[src/rtl/axi_pkg.sv]
// Shared AXI field types used by the DMA request path.
package axi_pkg;

   typedef logic [31:0] axi_addr_t;
   typedef logic [7:0]  axi_len_t;
   typedef logic [2:0]  axi_size_t;
   typedef logic [63:0] axi_strb_t;

endpackage

[src/rtl/dma_pkg.sv]
// DMA burst responder types: request bundle, FSM states, size clamp helper.
package dma_pkg;

   import axi_pkg::*;

   localparam int DMA_4KB_SHIFT = 12;

   typedef struct packed {
      axi_addr_t addr;
      axi_len_t  alen;
      axi_size_t size;
      axi_strb_t strb;
   } s_dma_burst_req_t;

   typedef enum logic {
      IDLE,
      BURST
   } resp_sm_t;

   function automatic axi_size_t clamp_size(
      input axi_size_t s,
      input axi_size_t max_s
   );
      return (s > max_s) ? max_s : s;
   endfunction

endpackage

[src/rtl/dma_req_fifo.sv]
// Generic synchronous FIFO holding pending burst requests.
module dma_req_fifo #(
   parameter type T     = logic,
   parameter int  DEPTH = 2
) (
   input  logic clk,
   input  logic rst,
   input  logic push_i,
   input  T     data_i,
   input  logic pop_i,
   output T     data_o,
   output logic full_o,
   output logic empty_o
);

   localparam int IW = (DEPTH > 1) ? $clog2(DEPTH) : 1;
   localparam int CW = $clog2(DEPTH + 1);

   T               mem [DEPTH];
   logic [IW-1:0]  wr_idx;
   logic [IW-1:0]  rd_idx;
   logic [CW-1:0]  count;
   logic           do_push;
   logic           do_pop;

   function automatic logic [IW-1:0] nxt(input logic [IW-1:0] i);
      return (i == IW'(DEPTH - 1)) ? '0 : i + IW'(1);
   endfunction

   assign full_o  = (count == CW'(DEPTH));
   assign empty_o = (count == '0);
   assign do_push = push_i && !full_o;
   assign do_pop  = pop_i && !empty_o;
   assign data_o  = mem[rd_idx];

   always_ff @(posedge clk) begin
      if (do_push) mem[wr_idx] <= data_i;
   end

   always_ff @(posedge clk) begin
      if (rst) begin
         wr_idx <= '0;
         rd_idx <= '0;
         count  <= '0;
      end else begin
         if (do_push) wr_idx <= nxt(wr_idx);
         if (do_pop)  rd_idx <= nxt(rd_idx);
         unique case ({do_push, do_pop})
            2'b10:   count <= count + CW'(1);
            2'b01:   count <= count - CW'(1);
            default: count <= count;
         endcase
      end
   end

endmodule

[src/rtl/dma_burst_responder.sv]
// Expands DMA burst descriptors into per-beat address/strobe/last commands.
// Optional 4KB boundary check: define DMA_RESP_4KB_CHK_EN.
module dma_burst_responder #(
   parameter int ADDR_WIDTH     = 32,
   parameter int STRB_WIDTH     = 64,
   parameter int REQ_FIFO_DEPTH = 2,
   parameter int MAX_SIZE       = 6
) (
   input  logic                  clk,
   input  logic                  rst,
   input  logic                  req_valid_i,
   input  logic [ADDR_WIDTH-1:0] req_addr_i,
   input  logic [7:0]            req_alen_i,
   input  logic [2:0]            req_size_i,
   input  logic [STRB_WIDTH-1:0] req_strb_i,
   output logic                  req_ready_o,
   output logic                  beat_valid_o,
   output logic [ADDR_WIDTH-1:0] beat_addr_o,
   output logic [STRB_WIDTH-1:0] beat_strb_o,
   output logic                  beat_last_o,
   input  logic                  beat_ready_i,
   output logic                  busy_o,
   output logic                  err_o
);

   import axi_pkg::*;
   import dma_pkg::*;

   localparam axi_size_t MAX_SZ = axi_size_t'(MAX_SIZE);

   s_dma_burst_req_t      push_req;
   s_dma_burst_req_t      head;
   logic                  fifo_full;
   logic                  fifo_empty;
   logic                  push;
   logic                  pop;
   resp_sm_t              state_q;
   resp_sm_t              state_d;
   logic [ADDR_WIDTH-1:0] cur_addr;
   logic [7:0]            beat_cnt;
   axi_size_t             cur_size;
   logic [STRB_WIDTH-1:0] cur_strb;
   logic                  err_q;
   logic                  beat_hs;
   logic                  size_err;
   logic                  bound_err;

   assign req_ready_o = !fifo_full;
   assign push        = req_valid_i && req_ready_o;
   assign size_err    = (req_size_i > MAX_SZ);

   // Oversized requests still run, stored with the clamped size.
   always_comb begin
      push_req      = '0;
      push_req.addr = axi_addr_t'(req_addr_i);
      push_req.alen = req_alen_i;
      push_req.size = clamp_size(req_size_i, MAX_SZ);
      push_req.strb = axi_strb_t'(req_strb_i);
   end

   dma_req_fifo #(
      .T     (s_dma_burst_req_t),
      .DEPTH (REQ_FIFO_DEPTH)
   ) u_fifo (
      .clk     (clk),
      .rst     (rst),
      .push_i  (push),
      .data_i  (push_req),
      .pop_i   (pop),
      .data_o  (head),
      .full_o  (fifo_full),
      .empty_o (fifo_empty)
   );

`ifdef DMA_RESP_4KB_CHK_EN
   logic [ADDR_WIDTH-1:0] span;
   logic [ADDR_WIDTH-1:0] end_addr;

   assign span = (ADDR_WIDTH'(req_alen_i) + ADDR_WIDTH'(1))
                 << req_size_i;
   assign end_addr  = req_addr_i + span - ADDR_WIDTH'(1);
   assign bound_err =
      (end_addr[ADDR_WIDTH-1:DMA_4KB_SHIFT] !=
       req_addr_i[ADDR_WIDTH-1:DMA_4KB_SHIFT]);
`else
   assign bound_err = 1'b0;
`endif

   assign beat_hs = (state_q == BURST) && beat_ready_i;

   always_comb begin
      state_d = state_q;
      pop     = 1'b0;
      unique case (state_q)
         IDLE: begin
            if (!fifo_empty) begin
               pop     = 1'b1;
               state_d = BURST;
            end
         end
         BURST: begin
            // Chain the next burst on the last beat: no bubble.
            if (beat_hs && (beat_cnt == '0)) begin
               if (!fifo_empty) pop = 1'b1;
               else state_d = IDLE;
            end
         end
         default: state_d = IDLE;
      endcase
   end

   always_ff @(posedge clk) begin
      if (rst) state_q <= IDLE;
      else     state_q <= state_d;
   end

   always_ff @(posedge clk) begin
      if (rst) begin
         cur_addr <= '0;
         beat_cnt <= '0;
         cur_size <= '0;
         cur_strb <= '0;
      end else if (pop) begin
         cur_addr <= ADDR_WIDTH'(head.addr);
         beat_cnt <= head.alen;
         cur_size <= head.size;
         cur_strb <= STRB_WIDTH'(head.strb);
      end else if (beat_hs) begin
         cur_addr <= cur_addr + (ADDR_WIDTH'(1) << cur_size);
         beat_cnt <= beat_cnt - 8'd1;
      end
   end

   always_ff @(posedge clk) begin
      if (rst) err_q <= 1'b0;
      else if (push && (size_err || bound_err)) err_q <= 1'b1;
   end

   assign beat_valid_o = (state_q == BURST);
   assign beat_addr_o  = cur_addr;
   assign beat_strb_o  = cur_strb;
   assign beat_last_o  = (state_q == BURST) && (beat_cnt == '0);
   assign busy_o       = (state_q == BURST) || !fifo_empty;
   assign err_o        = err_q;

endmodule

[config.mk]
export PLATFORM = sky130hd
export DESIGN_NAME = dma_burst_responder
export DESIGN_NICKNAME = d
export VERILOG_FILES = /design/src/rtl/axi_pkg.sv /design/src/rtl/dma_pkg.sv /design/src/rtl/dma_req_fifo.sv /design/src/rtl/dma_burst_responder.sv
export SDC_FILE = /design/constraint.sdc
export NUM_CORES = 1
export LEC_CHECK = 0
export CORE_MARGIN = 3
export CORE_UTILIZATION = 30
export CTS_CLUSTER_SIZE = 12
export DETAILED_ROUTE_END_ITERATION = 10
export PLACE_DENSITY = 0.56
export SYNTH_ARGS = -nofsm -noshare
export SYNTH_HDL_FRONTEND = slang
export SYNTH_HIERARCHICAL = 1
export SYNTH_SLANG_ARGS = --single-unit
[constraint.sdc]
create_clock -name clk -period 12.7 [get_ports clk]
set_clock_uncertainty 0.05 [all_clocks]
set_input_delay 2.54 -clock clk [delete_from_list [all_inputs] [get_ports clk]]
set_output_delay 2.54 -clock clk [all_outputs]
set_load 0.02 [all_outputs]
=== Word-level counts from Yosys, hierarchy flattened ===
Memory sizes are Yosys's and may differ from the RTL's. A register that Yosys moved wholly into a read port is not among the register bits.
Cells that the tools add are included.

* Output and inout port bits: 101
* Flip-flop bits (word level): 113
* ROM bits: 0
* Input bits: 111
* Memory bits (writable): 214
* Latch bits: 0
* Logic and storage cells: 53
* Memories: 1

* Equality and inequality tests: 3
* Multipliers: 0
* Divide/modulo/power cells: 0
* Add/sub/neg operators: 6
* Bitwise logic cells: 1
* Order comparisons: 1
* Muxes and demuxes: 17
* Shifts and indexed selects: 1
* Reduce and logical (&&, ||, !) cells: 14

{| class="wikitable"
|+ Memory list
! memory !! words !! bits a word !! read ports !! clocked after memory_dff !! wr ports !! line !! RTL
|-
| u_fifo.mem || 2 || 107 || 1 || 1 || 1 || dma_req_fifo.sv:19 || <nowiki>T mem [DEPTH];</nowiki>
|}

{| class="wikitable"
|+ Operator list
! cell !! number
|-
| 2-to-1 mux 32 bit || 2
|-
| adder 32 bit || 1
|-
| << shifter 1 x 3 -> 32 bit, first input constant || 1
|-
| 2-to-1 mux 8 bit || 2
|-
| 2-to-1 mux 1 bit || 9
|-
| logical NOT 8 bit || 1
|-
| subtractor 8 x 1 -> 8 bit, second input constant || 1
|-
| logical AND 1 bit || 7
|-
| == test 2 bit, second input constant || 2
|-
| one-hot mux 1 bit (2 select lines) || 2
|-
| one-hot mux 2 bit (2 select lines) || 1
|-
| nonzero test 2 bit || 2
|-
| > comparator 3 bit, second input constant || 1
|-
| 2-to-1 mux 3 bit || 1
|-
| adder 1 bit, second input constant || 2
|-
| adder 2 x 1 -> 2 bit, second input constant || 1
|-
| == test 2 x 1 -> 1 bit, second input constant || 1
|-
| logical NOT 1 bit || 2
|-
| logical NOT 2 bit || 1
|-
| subtractor 2 x 1 -> 2 bit, second input constant || 1
|-
| logical OR 1 bit || 1
|-
| inverter 1 bit || 1
|}

=== Depth between registers and ports, before layout ===
Gate-level depths: netlist of run 1.

* Word-level depth: 7
* Depth in mapped cells: 14
* Depth with buffers taken out: 11

=== By module ===
The synthesis of run 1 kept the hierarchy.

{| class="wikitable"
|+ Modules (own cells, without submodules)
! module !! instances !! seq. area each (um^2) !! area each (um^2) !! cells an instance
|-
| dma_req_fifo || 1 || 6526.3 || 7936.4 || 359
|-
| dma_burst_responder || 1 || 2182.1 || 5221.3 || 669
|}

=== Worst setup path before layout of run 1 ===
No wires, ideal clock.

* Path type: input -> register
* Start: in req_valid_i
* End: mem u_fifo/mem[1][0] (netlist name), enable pin
* Path buffers: 0
* Library setup time: 0.479 ns
* Stages: 2
* Data required time: 12.171 ns
* Arrival: 5.303 ns
* Slack: 6.868 ns
* Cells stage by stage: nor2b_1 and3_1

* Cells in the longest elaborated chain, start to end: 4

{| class="wikitable"
|+ RTL lines
! element !! line !! RTL
|-
| start: declaration || dma_burst_responder.sv:11 || <nowiki>input logic req_valid_i,</nowiki>
|-
| logical AND 1 bit || dma_burst_responder.sv:49 || <nowiki>assign push = req_valid_i && req_ready_o;</nowiki>
|-
| logical AND 1 bit || dma_req_fifo.sv:32 || <nowiki>assign do_push = push_i && !full_o;</nowiki>
|-
| 2-to-1 mux 1 bit || dma_req_fifo.sv:37 || <nowiki>if (do_push) mem[wr_idx] <= data_i;</nowiki>
|-
| 2-to-1 mux 1 bit (implied by the code) || dma_req_fifo.sv:37 ||
|-
| end: declaration || dma_req_fifo.sv:19 ||
|}

No other way between the ends.

=== Worst setup path after layout of run 1 ===
* Start: in beat_ready_i
* End: reg cur_addr[23] (netlist: beat_addr_o[23])

* Cells in the longest elaborated chain, start to end: 5
* Elaborated cells on any way between the ends: 6
* Classes of those cells: mux: 3; reduce/logical: 3

{| class="wikitable"
|+ RTL lines
! element !! line !! RTL
|-
| start: declaration || dma_burst_responder.sv:21 || <nowiki>input logic beat_ready_i,</nowiki>
|-
| logical AND 1 bit * || dma_burst_responder.sv:89 || <nowiki>assign beat_hs = (state_q == BURST) && beat_ready_i;</nowiki>
|-
| logical AND 1 bit || dma_burst_responder.sv:103 || <nowiki>if (beat_hs && (beat_cnt == '0)) begin</nowiki>
|-
| 2-to-1 mux 1 bit || dma_burst_responder.sv:103 ||
|-
| one-hot mux 1 bit (2 select lines) || dma_burst_responder.sv:94 || <nowiki>unique case (state_q)</nowiki>
|-
| 2-to-1 mux 32 bit / nonzero test 2 bit (equally long branches) || - ||
|-
| end signal: assignment || dma_burst_responder.sv:124 || <nowiki>cur_addr <= ADDR_WIDTH'(head.addr);</nowiki>
|-
| end signal: assignment || dma_burst_responder.sv:129 || <nowiki>cur_addr <= cur_addr + (ADDR_WIDTH'(1) << cur_size);</nowiki>
|-
| end: declaration || dma_burst_responder.sv:39 || <nowiki>logic [ADDR_WIDTH-1:0] cur_addr;</nowiki>
|}

Every way passes the cells marked *; elsewhere a longest branch is shown, timed or not.
A chain may end at the register's enable or synchronous reset.

==> metrics.txt, run 1 <==
status=complete, no violations; yosys warns=6; met3 wire len=2140 um; largest net degree at the start of global routing=67; met2 routed wirelength=15480 um; CP Buf/Inv Count=3; CTS root buf=clkbuf_16; synthesized cell area=13160 um^2; CP Cell Sequence=clkdlybuf4s50_1 -> nand2_1 -> o41ai_4 -> nand2_4 -> inv_4 -> buf_4 -> nor4_1 -> a222oi_1 -> a21oi_1; top_reg_cell synth=edfxtp_1; post-synthesis sequential area ratio=66.18%; Min-Delay Path Class=register to register; post-layout net count=1351; Peak VDD IR=108.2 uV; DP HPWL=20760 um; synth cell count leaders=edfxtp_1, nand2_1, dfxtp_1; Async SR Flop Fraction=0%; crit path kind=input pin to register; initial antenna violation count=7; Setup WS pre-CTS=6.556 ns; Slowest-stage cell, CP=buf_4; Reg-to-Reg Start=beat_cnt[2]$_SDFFE_PP0P_; maximum fanout along the worst path=66; die width=215.4 um; layout cells sized above 1=15.59%; Hold Fails Final Rpt=0; Area Overhead vs Synth=28.98%; DRC errors left=0; drt wl/cell=17.94 um; CTS tree=built; RSZ-0062 raised after global routing=no; pwr/cell area=238.1 nW/um^2; Slew @ Worst Pin=1.043 ns; Post-Route WL=33060 um; Hold Path Depth=2; fin util=39.31%; cells after synthesis=1028; GPL Wtd Cong=0.7702; core box area=43170 um^2; WP depth=9; Post-CTS Setup Repair Bufs=0; number of flops mapped to enable cells by yosys=214; Finish-stage setup viols=0; reg2reg setup slack=8.87 ns; vias in the first global route=8832; First DRT Iteration DRCs=477; Slew headroom=29.34%; number of synthesized register bits=328; crit path capture type=register; Critical Path Sink=beat_addr_o[23]$_SDFFE_PP0P_; CTS H-tree lvls=2; sum of negative setup slack=0 ns; leakage power=0.005671 uW; Port Buffer Count=211; Netlist cell types=64; Metal-1 WL=14710 um; average size of a mapped cell=12.80 um^2; worst skew pair latency=0.53 ns; Reg2Reg Capture Point=beat_addr_o[23]$_SDFFE_PP0P_; Synth area leader=edfxtp_1; Vias/cell=4.718; max incr delay on CP=0.68 ns; max-slew violations=0; top routing layer used=met5; max frequency=179.2 MHz; DRT antenna net count=0; GRT Total Usage=14.00%; Synth top area share=48.84%; family with the most delay on the worst path=buffers and inverters; Starting Density=30.48%; top-level I/O count=212; Die Y-Extent=215.4 um; clock-pin slew on the worst setup and hold paths=0.06 ns; post-cts sizing count=0; Sink Count=328; Mapped Nets=1150; drt pass-1 iters=5; setup ws final=7.119 ns; fin crit period=5.581 ns; Num CTS Buffers=38; worst r2r path cells=8; startpoint types=input pin; critical path required time=13.05 ns; max-cap viol count=0; grt ovf=0; total die area=46410 um^2; Vias=8696; cell with the most instances after synthesis=edfxtp_1; Crit path arrival time=5.93 ns; top cells by area, synth=edfxtp_1, dfxtp_1, mux2_2; maximum root-to-sink buffer count=3; row count=76; worst setup path start=beat_ready_i; CTS Hold Bufs=0; first-pass GRT wire length=51170 um; Tcrit/Tclk final=43.95%
[how the worst min path moves through the flow]
stage	start	to	slack, ns
after CTS	beat_strb_o[54]$_SDFFE_PP0P_	beat_strb_o[54]$_SDFFE_PP0P_	0.40
after floorplan	u_fifo/wr_idx$_SDFFE_PP0P_	u_fifo/wr_idx$_SDFFE_PP0P_	0.40
after detailed placement	beat_strb_o[6]$_SDFFE_PP0P_	beat_strb_o[6]$_SDFFE_PP0P_	0.40
final	beat_strb_o[54]$_SDFFE_PP0P_	beat_strb_o[54]$_SDFFE_PP0P_	0.40
after global routing	beat_strb_o[7]$_SDFFE_PP0P_	beat_strb_o[7]$_SDFFE_PP0P_	0.42
after global placement	beat_strb_o[61]$_SDFFE_PP0P_	beat_strb_o[61]$_SDFFE_PP0P_	0.39
[metrics by stage]
stage | hold WS (ns) | instance area [um^2] | cells | power (uW)
2_1_floorplan | 0.4018 | 13160 | 1028 | 2517
3_3_place_gp | 0.3942 | 15770 | 1774 | 3011
5_1_grt | 0.4218 | 16970 | 1842 | 4290
4_1_cts | 0.4034 | 16970 | 1842 | 4110
3_5_place_dp | 0.3968 | 15770 | 1774 | 3029
6_report | 0.4005 | 16970 | 1843 | 4041
[metal layers]
metal | track usage [%] | vias to the layer above
li1 | - | 4204
met1 | 17.94 | 4226
met2 | 22.89 | 205
met3 | 4.309 | 49
met4 | 4.230 | 12
met5 | 0 | -
[power breakdown]
group          total [uW]  internal, uW  switching (uW)
sequential           1610          1430             181
clock                1060           628             428
combinational        1380           576             800
total                4040          2630            1410
[final cells by class]
cell class | count | area (um^2)
multi-input cells | 624 | 4075
well taps | 585 | 732.0
diodes | 1 | 2.502
fillers | 4136 | 26200
repair buffers | 220 | 2177
flip-flops and latches | 328 | 8712
clock buffers | 52 | 1065
inverters | 17 | 68.82
clock inverters | 16 | 138.9
[cell usage in the layout (no fill, tap or decap), types with 11 or more instances in the layout]
master / n
edfxtp_1: 214
clkdlybuf4s50_1: 210
nand2_1: 172
dfxtp_1: 113
mux2_2: 110
a21oi_1: 93
clkbuf_16: 39
nor2_1: 34
o21ai_0: 20
nand3_1: 18
nor3_1: 16
a22oi_1: 15
inv_1: 13
a31oi_1: 11
[kinds of logic (layout without fill, tap and decap cells)]
logic type / count (synthesis) / count (layout) / share of synthesized area [%]
other: 0 / 1 / 0
DFF: 328 / 328 / 66.18
AOI/OAI and AO/OA: 194 / 194 / 9.300
muxes: 113 / 113 / 9.642
buffers and inverters: 76 / 305 / 2.948
and+or+nand+nor: 298 / 298 / 10.29
adders and majority gates: 11 / 11 / 1.103
xor gates and xnor gates: 8 / 8 / 0.5325
[worst reg2reg max path: stages (launching register included)]
cell,delay (ns)
dfxtp_1,0.35
or4_4,0.55
o41ai_4,0.38
nand2_4,0.38
inv_4,0.66
buf_4,0.70
nor4_1,0.22
a222oi_1,0.32
a21oi_1,0.10
[sequential cells by signal (all words and copies together) (netlist names), named ones only]
| name | flops |
|---|---|
| u_fifo/mem | 214 |
| beat_strb_o | 64 |
| beat_addr_o | 32 |
| beat_cnt | 8 |
| cur_size | 3 |
| u_fifo/count | 2 |
| beat_valid_o | 1 |
| err_o | 1 |
| u_fifo/rd_idx | 1 |
| u_fifo/wr_idx | 1 |
(Power assumes the default switching activity.)
==> inputs of run 2 (changes only) <==
--- a/config.mk
+++ b/config.mk
@@ -9,7 +9,7 @@
 export CORE_UTILIZATION = 30
 export CTS_CLUSTER_SIZE = 12
 export DETAILED_ROUTE_END_ITERATION = 10
-export PLACE_DENSITY = 0.56
+export PLACE_DENSITY = 0.58
 export SYNTH_ARGS = -nofsm -noshare
 export SYNTH_HDL_FRONTEND = slang
 export SYNTH_HIERARCHICAL = 1
==> constraint.sdc (replaced) <==
create_clock -name clk -period 4.56 [get_ports clk]
set_clock_uncertainty 0.05 [all_clocks]
set_input_delay 0.912 -clock clk [delete_from_list [all_inputs] [get_ports clk]]
set_output_delay 0.912 -clock clk [all_outputs]
set_load 0.02 [all_outputs]
==> run 2 against run 1 <==
Net effect:
- final cell count is 0.38% higher
- global-route usage is 0.081 points lower
- combinational power grew to 2.8 times the previous value
- highest routed layer unchanged
- final area is 0.91% higher
- sequential cell count stayed put
- sequential share of layout area is 0.46 points lower
- largest cell class unchanged
- register-to-register slack worse by 7.6 ns
- die area stayed put
- power grew to 2.8 times the previous value
- setup slack worse by 6.0 ns
- wire length is 1.0% lower
- via count is 1.2% higher
==> metrics.txt, run 2 (synthesis gave the netlist of run 1 again) <==
status=complete, no violations; die width=215.4 um; Post-CTS Setup Repair Bufs=0; Tcrit/Tclk final=74.99%; grt ovf=0; first-pass GRT wire length=50900 um; Sink Count=328; CTS H-tree lvls=2; max-cap viol count=0; Metal-1 WL=14640 um; clock-pin slew on the worst setup and hold paths=0.06 ns; Crit path arrival time=2.46 ns; CP Cell Sequence=nor3_1 -> nand2_1 -> nor3_1 -> and3_1 -> clkdlybuf4s50_1; CP dominant cell by count=nor3_1; pwr/cell area=668.0 nW/um^2; crit path kind=register to output port; Num CTS Buffers=38; DRT antenna net count=0; largest net degree at the start of global routing=75; initial antenna violation count=7; met3 wire len=2179 um; leakage power=0.005724 uW; setup ws final=1.140 ns; Pwr Total=11440 uW; Vias=8802; Area Overhead vs Synth=30.16%; Post-Route WL=32710 um; post-cts sizing count=0; Min-Delay Path Class=register to register; Biggest register=u_fifo/mem; max frequency=292.4 MHz; Hold Path Depth=2; Setup WS pre-CTS=0.6777 ns; WP depth=5; CP Buf/Inv Count=1; Port Buffer Count=211; Peak VDD IR=321.8 uV; fin crit period=3.420 ns; worst r2r path cells=9; Vias/cell=4.758; max-slew violations=0; CTS root buf=clkbuf_16; sum of negative setup slack=0 ns; maximum root-to-sink buffer count=3; drt pass-1 iters=5; GRT Total Usage=13.92%; fin cells=1850; vias in the first global route=8969; most common cell after layout, fill and taps aside=edfxtp_1; Slowest-stage cell, CP=clkdlybuf4s50_1; most frequent cells in the layout=edfxtp_1, clkdlybuf4s50_1, nand2_1, dfxtp_1, mux2_2; DRC errors left=0; Slew @ Worst Pin=1.210 ns; top-level I/O count=212; Slew headroom=18.08%; CTS tree=built; RSZ-0062 raised after global routing=no; max reg flops=214; GPL Wtd Cong=0.7775; Starting Density=30.48%; worst skew pair latency=0.53 ns; Finish-stage setup viols=0; family with the most delay on the worst path=simple AND/OR/NAND/NOR gates; fin util=39.67%; total die area=46410 um^2; fillers=4129; Inst Count DP=1779; critical path required time=3.60 ns; startpoint types=register; First DRT Iteration DRCs=426; crit path capture type=output port; met2 routed wirelength=15030 um; top routing layer used=met5; max incr delay on CP=0.62 ns; core box area=43170 um^2; row count=76; Die Y-Extent=215.4 um; Hold Fails Final Rpt=0; CTS Hold Bufs=0; DP HPWL=21130 um; layout cells sized above 1=15.60%; post-layout net count=1356; drt wl/cell=17.68 um; maximum fanout along the worst path=5
-- run 2: routing by layer --
layer	vias to the layer above	track usage, %
li1	4236	-
met1	4278	18.21
met2	221	22.05
met3	57	4.210
met4	10	4.891
met5	-	0
-- run 2: where the power goes --
group | internal [uW] | switching, uW | leakage (uW)
clock network | 1880 | 1170 | 0.000612
registers | 3970 | 501 | 0.00293
logic | 1670 | 2250 | 0.00218
-- run 2: area by class of cell --
type                    count  area, um^2  share of cell area (%)
clock buffers              53        1081                   6.312
diodes                      2       5.005                 0.02922
inverters                  17       68.82                  0.4018
clock inverters            16       187.7                   1.096
well taps                 585       732.0                   4.274
multi-input cells         624        4075                   23.79
flip-flops and latches    328        8712                   50.87
repair buffers            225        2265                   13.22
-- run 2: worst reg2reg max path: cells and delay by family (launching register included) --
family,cells,cell delay [ns]
mux,1,0.32
flops,1,0.47
compound gates,4,1.55
simple gates,2,0.23
fa+ha+maj,2,0.62
-- run 2: path summary, 6_finish.rpt --
check,from,to,slack (ns)
max reg2reg,cur_size[1]$_SDFFE_PP0P_,beat_addr_o[26]$_SDFFE_PP0P_,1.26
min,beat_strb_o[44]$_SDFFE_PP0P_,beat_strb_o[44]$_SDFFE_PP0P_,0.40
max,beat_cnt[2]$_SDFFE_PP0P_,beat_last_o,1.14
min reg2reg,beat_strb_o[44]$_SDFFE_PP0P_,beat_strb_o[44]$_SDFFE_PP0P_,0.40
-- run 2: through the flow --
stage | hold slack, ns | area [um^2]
after floorplan | 0.4018 | 13160
after global placement | 0.3952 | 15850
after detailed placement | 0.3992 | 15850
after CTS | 0.4072 | 17120
after global routing | 0.4255 | 17130
final | 0.4034 | 17130
==> inputs of run 3 (changes only) <==
--- a/config.mk
+++ b/config.mk
@@ -9,7 +9,7 @@
 export CORE_UTILIZATION = 30
 export CTS_CLUSTER_SIZE = 12
 export DETAILED_ROUTE_END_ITERATION = 10
-export PLACE_DENSITY = 0.58
+export PLACE_DENSITY = 0.56
 export SYNTH_ARGS = -nofsm -noshare
 export SYNTH_HDL_FRONTEND = slang
 export SYNTH_HIERARCHICAL = 1
==> constraint.sdc (replaced) <==
create_clock -name clk -period 3.45 [get_ports clk]
set_clock_uncertainty 0.05 [all_clocks]
set_input_delay 0.69 -clock clk [delete_from_list [all_inputs] [get_ports clk]]
set_output_delay 0.69 -clock clk [all_outputs]
set_load 0.02 [all_outputs]
==> run 3 against run 2 <==
Net effect:
- sequential share of layout area decreased by 0.074 points
- critical path depth is the same
- count of clock-buffer cells in the layout up 2
- setup slack got worse by 0.89 ns
- critical endpoint unchanged
- wire length up 0.25%
- largest power group unchanged
- sequential cell count unchanged
- critical path type unchanged
- via count is 0.69% lower
==> metrics.txt, run 3 (synthesis gave the netlist of run 1 again) <==
CTS tree=built; row count=76; Port Buffer Count=211; max reg flops=214; maximum root-to-sink buffer count=3; Finish-stage setup viols=0; max-cap viol count=0; post-cts sizing count=0; Vias/cell=4.722; worst skew pair latency=0.55 ns; top routing layer used=met5; drt wl/cell=17.72 um; initial antenna violation count=7; fin cells=1851; startpoint types=register; Num CTS Buffers=37; Pwr Total=15060 uW; crit path capture type=output port; Die Y-Extent=215.4 um; top-level I/O count=212; DRT antenna net count=0; clock-pin slew on the worst setup and hold paths=0.06 ns; CTS Hold Bufs=0; Biggest register=u_fifo/mem; fin crit period=3.196 ns; max-slew violations=0; Min-Delay Path Class=register to register; Hold Fails Final Rpt=0; Crit path arrival time=2.46 ns; largest net degree at the start of global routing=113; fillers=4178; GPL Wtd Cong=0.7521; total die area=46410 um^2; First DRT Iteration DRCs=436; critical path required time=2.71 ns; Metal-1 WL=14250 um; max frequency=312.9 MHz; status=complete, no violations; vias in the first global route=8918; Peak VDD IR=467.8 uV; crit path kind=register to output port; DRC errors left=0; Slew headroom=49.80%; Vias=8741; leakage power=0.005729 uW; most frequent cells in the layout=edfxtp_1, clkdlybuf4s50_1, nand2_1, dfxtp_1, mux2_2; met3 wire len=2295 um; RSZ-0062 raised after global routing=no; post-layout net count=1358; met2 routed wirelength=15280 um; grt ovf=0; CTS H-tree lvls=2; first-pass GRT wire length=51050 um; Starting Density=30.48%; pwr/cell area=878.3 nW/um^2; Tcrit/Tclk final=92.63%; DP HPWL=20900 um; drt pass-1 iters=5; Post-Route WL=32800 um; most common cell after layout, fill and taps aside=edfxtp_1; GRT Total Usage=13.96%; die width=215.4 um; Slew @ Worst Pin=0.7530 ns; maximum fanout along the worst path=5; Sink Count=328; core box area=43170 um^2; CTS root buf=clkbuf_16; sum of negative setup slack=0 ns; layout cells sized above 1=15.73%; Area Overhead vs Synth=30.35%; Post-CTS Setup Repair Bufs=0; Inst Count DP=1782
[run 3: changes by cell type in the layout (fill, tap and decap cells not counted), sizes merged]
cell	before	now
buf	15	18
bufinv	4	3
clkbuf	53	55
clkinv	11	8
diode	2	1
inv	16	17
[run 3: report_power, final]
group / switching, uW / internal, uW
combinational: 2990 / 2250
clock: 1590 / 2360
sequential: 640 / 5240
[run 3: layout make-up]
class	count	area, um^2	share of cell area (%)
multi-input cells	624	4075	23.76
diodes	1	2.502	0.01459
inverters	17	70.07	0.4085
flip-flops and latches	328	8712	50.80
clock inverters	13	168.9	0.9848
clock buffers	55	1054	6.142
repair buffers	228	2337	13.63
well taps	585	732.0	4.268
[run 3: critical path, cell delays in order (launching register included)]
cell and delay, ns:
dfxtp_1 0.36, nor3_1 0.33, nand2_1 0.15, nor3_1 0.21
and3_1 0.20, clkdlybuf4s50_1 0.66
[run 3: stage by stage]
stage                     hold slack [ns]  worst slack, ns  util, %  instance area, um^2
final                              0.4036           0.2541    39.73                17150
after global routing               0.4219           0.1161    39.72                17150
after detailed placement           0.3986           0.3380    36.89                15930
after global placement             0.3908           0.4148    36.89                15930
after CTS                          0.4065           0.2001    39.72                17150
after floorplan                    0.4015           0.4012        -                13160
[run 3: metal layers]
metal / vias to the layer above / global-route usage, %
li1: 4232 / -
met4: 12 / 5.155
met2: 199 / 22.80
met3: 64 / 4.407
met5: - / 0
met1: 4234 / 17.43
[run 3: worst paths after layout]
kind / start / end / slack (ns) / cells after the start
worst max-delay path: beat_cnt[2]$_SDFFE_PP0P_ / beat_last_o / 0.25 / 5
worst min-delay path: beat_strb_o[36]$_SDFFE_PP0P_ / beat_strb_o[36]$_SDFFE_PP0P_ / 0.40 / 2
worst max register to register: cur_size[0]$_SDFFE_PP0P_ / beat_addr_o[10]$_SDFFE_PP0P_ / 0.42 / 9
worst min register to register: beat_strb_o[36]$_SDFFE_PP0P_ / beat_strb_o[36]$_SDFFE_PP0P_ / 0.40 / 2
